`src/rtl/reg_seq_pkg.sv`:
```
// Shared opcodes, state encoding and default sizes for the register-op sequencer.
package reg_seq_pkg;

    localparam int DEF_WIDTH = 4;
    localparam int DEF_OPW   = 2;

    localparam logic [1:0] OP_CLEAR    = 2'b00;
    localparam logic [1:0] OP_LOAD     = 2'b01;
    localparam logic [1:0] OP_ADD_N    = 2'b10;
    localparam logic [1:0] OP_POPCOUNT = 2'b11;

    typedef enum logic [2:0] {
        S_IDLE  = 3'd0,
        S_CLR   = 3'd1,
        S_LD    = 3'd2,
        S_INC   = 3'd3,
        S_SHIFT = 3'd4,
        S_DRAIN = 3'd5,
        S_DONE  = 3'd6
    } state_e;

endpackage

```
`src/rtl/reg_seq_counter.sv`:
```
// Loadable down-counter with a zero flag; load wins over decrement.
module reg_seq_counter #(
    parameter int W = 4
) (
    input  logic         clk,
    input  logic         rst_n,
    input  logic         load,
    input  logic [W-1:0] load_val,
    input  logic         dec,
    output logic         zero
);

    logic [W-1:0] cnt_q;
    logic [W-1:0] cnt_d;

    always_comb begin
        cnt_d = cnt_q;
        if (load) begin
            cnt_d = load_val;
        end else if (dec) begin
            cnt_d = cnt_q - W'(1);
        end
    end

    always_ff @(posedge clk or negedge rst_n) begin
        if (!rst_n) begin
            cnt_q <= '0;
        end else begin
            cnt_q <= cnt_d;
        end
    end

    assign zero = (cnt_q == '0);

endmodule

```
`src/rtl/reg_op_sequencer.sv`:
```
// Command-level sequencer driving clr/ld/inc/shr strobes of one datapath register.
// Handshake: start is taken only in IDLE (busy=0); done pulses once, result holds until the next done.
module reg_op_sequencer
    import reg_seq_pkg::*;
#(
    parameter int WIDTH = DEF_WIDTH,
    parameter int OPW   = DEF_OPW
) (
    input  logic             clk,
    input  logic             rst_n,
    input  logic             start,
    input  logic [OPW-1:0]   op,
    input  logic [WIDTH-1:0] arg,
    output logic             busy,
    output logic             done,
    output logic [WIDTH-1:0] result,
    output logic             reg_clr,
    output logic             reg_ld,
    output logic             reg_inc,
    output logic             reg_shr,
    output logic [WIDTH-1:0] reg_data,
    input  logic [WIDTH-1:0] reg_q,
    input  logic             reg_rc,
    output state_e           dbg_state
);

    state_e           state_q, state_d;
    logic [OPW-1:0]   op_q, op_d;
    logic [WIDTH-1:0] arg_q, arg_d;
    logic [WIDTH-1:0] ones_q, ones_d;
    logic [WIDTH-1:0] result_q, result_d;
    logic [WIDTH-1:0] reg_data_q, reg_data_d;
    logic             busy_q, busy_d;
    logic             done_q, done_d;
    logic             clr_q, clr_d;
    logic             ld_q, ld_d;
    logic             inc_q, inc_d;
    logic             shr_q, shr_d;

    logic             cnt_load;
    logic [WIDTH-1:0] cnt_val;
    logic             cnt_dec;
    logic             cnt_zero;

    reg_seq_counter #(
        .W(WIDTH)
    ) u_cnt (
        .clk      (clk),
        .rst_n    (rst_n),
        .load     (cnt_load),
        .load_val (cnt_val),
        .dec      (cnt_dec),
        .zero     (cnt_zero)
    );

    // Outputs are registered, so each strobe is raised on the edge that enters its state.
    // Result is loaded on the edge entering DONE with the value reg_q will hold in DONE.
    always_comb begin
        state_d    = state_q;
        op_d       = op_q;
        arg_d      = arg_q;
        ones_d     = ones_q;
        result_d   = result_q;
        reg_data_d = '0;
        clr_d      = 1'b0;
        ld_d       = 1'b0;
        inc_d      = 1'b0;
        shr_d      = 1'b0;
        cnt_load   = 1'b0;
        cnt_val    = '0;
        cnt_dec    = 1'b0;

        case (state_q)
            S_IDLE: begin
                if (start) begin
                    op_d   = op;
                    arg_d  = arg;
                    ones_d = '0;
                    if (op == OPW'(OP_CLEAR)) begin
                        state_d = S_CLR;
                        clr_d   = 1'b1;
                    end else if (op == OPW'(OP_ADD_N)) begin
                        if (arg == '0) begin
                            state_d  = S_DONE;
                            result_d = reg_q;
                        end else begin
                            state_d  = S_INC;
                            inc_d    = 1'b1;
                            cnt_load = 1'b1;
                            cnt_val  = arg - WIDTH'(1);
                        end
                    end else begin
                        state_d    = S_LD;
                        ld_d       = 1'b1;
                        reg_data_d = arg;
                    end
                end
            end
            S_CLR: begin
                state_d  = S_DONE;
                result_d = '0;
            end
            S_LD: begin
                if (op_q == OPW'(OP_POPCOUNT)) begin
                    state_d  = S_SHIFT;
                    shr_d    = 1'b1;
                    cnt_load = 1'b1;
                    cnt_val  = WIDTH'(WIDTH - 1);
                end else begin
                    state_d  = S_DONE;
                    result_d = arg_q;
                end
            end
            S_INC: begin
                if (cnt_zero) begin
                    state_d  = S_DONE;
                    result_d = reg_q + WIDTH'(1);
                end else begin
                    inc_d   = 1'b1;
                    cnt_dec = 1'b1;
                end
            end
            S_SHIFT: begin
                ones_d = ones_q + WIDTH'(reg_rc);
                if (cnt_zero) begin
                    state_d = S_DRAIN;
                end else begin
                    shr_d   = 1'b1;
                    cnt_dec = 1'b1;
                end
            end
            S_DRAIN: begin
                // The last shifted-out bit only appears on right_carry after the final shift.
                ones_d   = ones_q + WIDTH'(reg_rc);
                result_d = ones_q + WIDTH'(reg_rc);
                state_d  = S_DONE;
            end
            S_DONE: begin
                state_d = S_IDLE;
            end
            default: begin
                state_d = S_IDLE;
            end
        endcase

        busy_d = (state_d != S_IDLE);
        done_d = (state_d == S_DONE);
    end

    always_ff @(posedge clk or negedge rst_n) begin
        if (!rst_n) begin
            state_q    <= S_IDLE;
            op_q       <= '0;
            arg_q      <= '0;
            ones_q     <= '0;
            result_q   <= '0;
            reg_data_q <= '0;
            busy_q     <= 1'b0;
            done_q     <= 1'b0;
            clr_q      <= 1'b0;
            ld_q       <= 1'b0;
            inc_q      <= 1'b0;
            shr_q      <= 1'b0;
        end else begin
            state_q    <= state_d;
            op_q       <= op_d;
            arg_q      <= arg_d;
            ones_q     <= ones_d;
            result_q   <= result_d;
            reg_data_q <= reg_data_d;
            busy_q     <= busy_d;
            done_q     <= done_d;
            clr_q      <= clr_d;
            ld_q       <= ld_d;
            inc_q      <= inc_d;
            shr_q      <= shr_d;
        end
    end

    assign busy      = busy_q;
    assign done      = done_q;
    assign result    = result_q;
    assign reg_data  = reg_data_q;
    assign reg_clr   = clr_q;
    assign reg_ld    = ld_q;
    assign reg_inc   = inc_q;
    assign reg_shr   = shr_q;
    assign dbg_state = state_q;

endmodule
```
`config.mk`:
```
export PLATFORM = sky130hd
export DESIGN_NAME = reg_op_sequencer
export DESIGN_NICKNAME = d
export VERILOG_FILES = /design/src/rtl/reg_seq_pkg.sv /design/src/rtl/reg_seq_counter.sv /design/src/rtl/reg_op_sequencer.sv
export SDC_FILE = /design/constraint.sdc
export NUM_CORES = 1
export LEC_CHECK = 0
export ABC_AREA = 1
export BUFFER_PORTS_ARGS = -buffer_cell sky130_fd_sc_hd__buf_2
export CAP_MARGIN = 20
export CORE_MARGIN = 8
export CORE_UTILIZATION = 45
export CTS_CLUSTER_SIZE = 24
export DETAILED_ROUTE_END_ITERATION = 8
export PLACE_DENSITY = 0.65
export REMOVE_ABC_BUFFERS = 1
export SLEW_MARGIN = 5
export SYNTH_ARGS = -nofsm -noshare
export SYNTH_HDL_FRONTEND = slang
export SYNTH_SLANG_ARGS = --single-unit
export TNS_END_PERCENT = 5
```
`constraint.sdc`:
```
create_clock -name clk -period 3.1 [get_ports clk]
set_input_delay 0.62 -clock clk [delete_from_list [all_inputs] [get_ports clk]]
set_output_delay 0.62 -clock clk [all_outputs]
set_load 0.03 [all_outputs]
```
==> results.py <==
metrics = {
    "synth": {
        "yosysTopAreaCellShare_pct": 45.3,
        "yosysMostFrequentCell": "nand2_1",
        "seq_area_frac_synth_pct": 45.3,
        "post_synth.cell_area_avg_um2": 7.65,
        "ys_seq_elements": 31,
        "synth_adder_area_share_pct": 4.38,
        "synthMuxAreaShare_pct": 0,
        "yosys_warnings": 0,
        "synth_compound_area_share_pct": 2.63,
        "synth_area_leader_cell": "dfrtp_1",
        "synthArstFlopShare_pct": 100,
        "synthCells": 224,
        "synth_cell_type_count": 24,
        "yosys.area_share.xor_xnor_pct": 1.53,
        "synth_area_leaders": "dfrtp_1, nand2_1, nand3_1",
        "synth_top_family_by_area": "simple AND/OR/NAND/NOR gates",
        "synth_flop_cell": "dfrtp_1",
        "synth_common_cells": "nand2_1, dfrtp_1, inv_1, nand3_1, nor2_1",
        "synth_simple_gate_area_share_pct": 38.9,
        "synth_edf_count": 0,
        "syn_area_um2": 1710,
    },
    "global_routing": {
        "grt_pass1_wl_um": 6690,
        "antenna_found_initial": 0,
        "grt_max_degree": 32,
        "overflow": 0,
        "grt_pass1_vias": 1477,
        "track_usage_pct": 13.8,
    },
    "route": {
        "avgViaCountPerCell": 4.79,
        "dr_total_vias": 1471,
        "dr.pass1.iters": 4,
        "drc_errors": 0,
        "highest_layer": "met4",
        "met2WireLength_um": 1600,
        "wl_met1_um": 1830,
        "wl_per_cell_um": 12.1,
        "antenna_left": 0,
        "dr_wl_met3_um": 211,
        "initialDrtViolationCount": 141,
        "drt_wl_total_um": 3720,
    },
    "status": {
        "status": "finished, final reports clean",
    },
    "critical_path": {
        "crit_fanout": 10,
        "critPathMaxStageDelay_ns": 0.55,
        "worst_setup_path_end_kind": "output port",
        "crit_required_ns": 2.48,
        "arrival_ns": 1.10,
        "crit_cells": 1,
        "path_delay_family": "flip-flops",
        "r2r_cells": 6,
        "crit_start": "dbg_state[0]",
        "crit_chain": "buf_2",
        "path_class": "reg2out",
        "rrSetupSlack_ns": 1.52,
        "startpoint_type": "flip-flop",
        "r2r-end": "busy",
        "worst_path_max_delay_cell": "dfrtp_1",
        "crit_buf_inv": 1,
        "endpoint": "dbg_state[0]",
        "regToRegStartpoint": "dbg_state[0]",
    },
    "power": {
        "power_frac_seq_pct": 34.8,
        "power_mw": 1.97,
        "p_int_mw": 1.06,
        "p_switching_mw": 0.910,
        "comb_power_share_pct": 49.4,
        "clkPwrFrac_pct": 15.8,
        "irDropWorstVdd_mv": 0.400,
        "p_leak_nw": 1.17,
        "p_per_area_nw_per_um2": 986,
        "p_sw_share_pct": 46.2,
    },
    "clock_network": {
        "cts_buffer_depth": 2,
        "cts_root_buf": "clkbuf_8",
        "htreeDepth": 2,
        "insertion_delay_ns": 0.28,
        "path_clk_slew_ns": 0.06,
        "cts_sinks": 31,
        "hold_buffers": 0,
        "cts_buffers": 5,
        "cts_tree": "built",
        "ctsResizeCount": 0,
        "post_cts_buffers": 0,
    },
    "sta": {
        "layout_min_cycle_time_ns": 1.72,
        "fin_crit_sh_pct": 55.4,
        "finalHoldViolCount": 0,
        "fin_skew_ns": 0.00412,
        "setup_viol": 0,
        "tightest_slew_ns": 0.686,
        "setup_tns_ns": 0,
        "maxSlewHeadroom_pct": 54.3,
        "rsz0062_at_grt": "no",
        "max_freq_ghz": 0.582,
        "drv_slew": 0,
    },
    "placed_design": {
        "dp_hpwl_um": 2900,
        "post_dp_cell_area_um2": 1910,
        "place_inst": 300,
        "gp_congestion": 0.865,
        "portBuffers": 30,
    },
    "floorplan": {
        "rows": 22,
        "chipHeight_um": 77.7,
        "die_x_um": 77.7,
        "die-area_um2": 6040,
        "start_util_pct": 46.8,
        "ios": 31,
        "core-area_um2": 3660,
    },
    "cells_and_area": {
        "nNetsFinal": 279,
        "syn_to_final_growth_pct": 16.6,
        "stdcell_count": 307,
        "layout-drive-gt1-share_pct": 21.2,
        "final_area_um2": 2000,
        "diodes": 0,
    },
    "hold_path": {
        "min_path_type": "in2async",
    },
    "run": {
        "max_cap_violations": 0,
    },
}
==> how the worst min path moves through the flow <==
stage	start	cells after the start	slack [ns]	end
global route	rst_n	1	0.43	u_cnt.cnt_q[3]
finish	rst_n	1	0.38	ones_q[1]
CTS	rst_n	1	0.40	u_cnt.cnt_q[1]
detailed placement	result[0]	2	0.47	result[0]
floorplan	rst_n	0	0.32	arg_q[0]
global placement	result[3]	2	0.47	result[3]
==> final cells by class <==
cell class	instances	area (µm²)
fill	356	1660
multi-input combinational	161	813
sequential	31	776
timing repair buffer	30	150
inverter	30	113
clock buffer	6	82.6
tap	48	60.1
clock inverter	1	5.00
==> logic make-up (layout without fill, tap and decap cells) <==
kind of cell    after synthesis  after routing
compound gates                8              8
xor+xnor                      3              3
fa+ha+maj                     6              6
buf+inv                      32             67
flops                        31             31
simple gates                144            144
==> flip-flops by register name, indices dropped and copies added, names as in the netlist <==
register / flops
arg_q: 4
busy: 1
dbg_state: 3
done: 1
ones_q: 4
op_q: 2
reg_clr: 1
reg_data: 4
reg_inc: 1
reg_ld: 1
reg_shr: 1
result: 4
u_cnt.cnt_q: 4
==> cells in the final DEF, fill, tap and decap left out, types with 2 or more instances in the layout <==
master	instances
nor2_1	20
dfrtp_1	31
nor2_2	3
inv_2	5
nand3_1	23
nand4_1	8
inv_1	25
clkbuf_8	6
nand2_1	79
ha_1	6
o21ai_0	5
buf_2	30
xor2_1	3
nand2_2	3
nand3_2	2
==> metrics by stage <==
step	utilization [%]	setup slack, ns	hold slack (ns)
detailed placement	52.2	1.29	0.465
finish	54.6	1.38	0.383
global placement	52.2	1.33	0.466
global route	54.6	1.30	0.432
floorplan	-	1.52	0.324
CTS	54.6	1.37	0.397
==> metal layers <==
layer  GRT usage [%]  up-vias
li1                -      773
met1            17.5      663
met2            20.2       28
met3            4.72        7
met4            7.36        0
met5               0        -
==> power by group through the flow <==
stage                     Sequential [mW]  Clock [mW]  Combinational (mW)
after CTS                           0.685       0.325               0.992
final                               0.685       0.312               0.974
after global routing                0.709       0.350                1.12
after global placement              0.687           0               0.970
after floorplan                     0.805           0               0.624
after detailed placement            0.690           0               0.989
(Power assumes the default switching activity.)
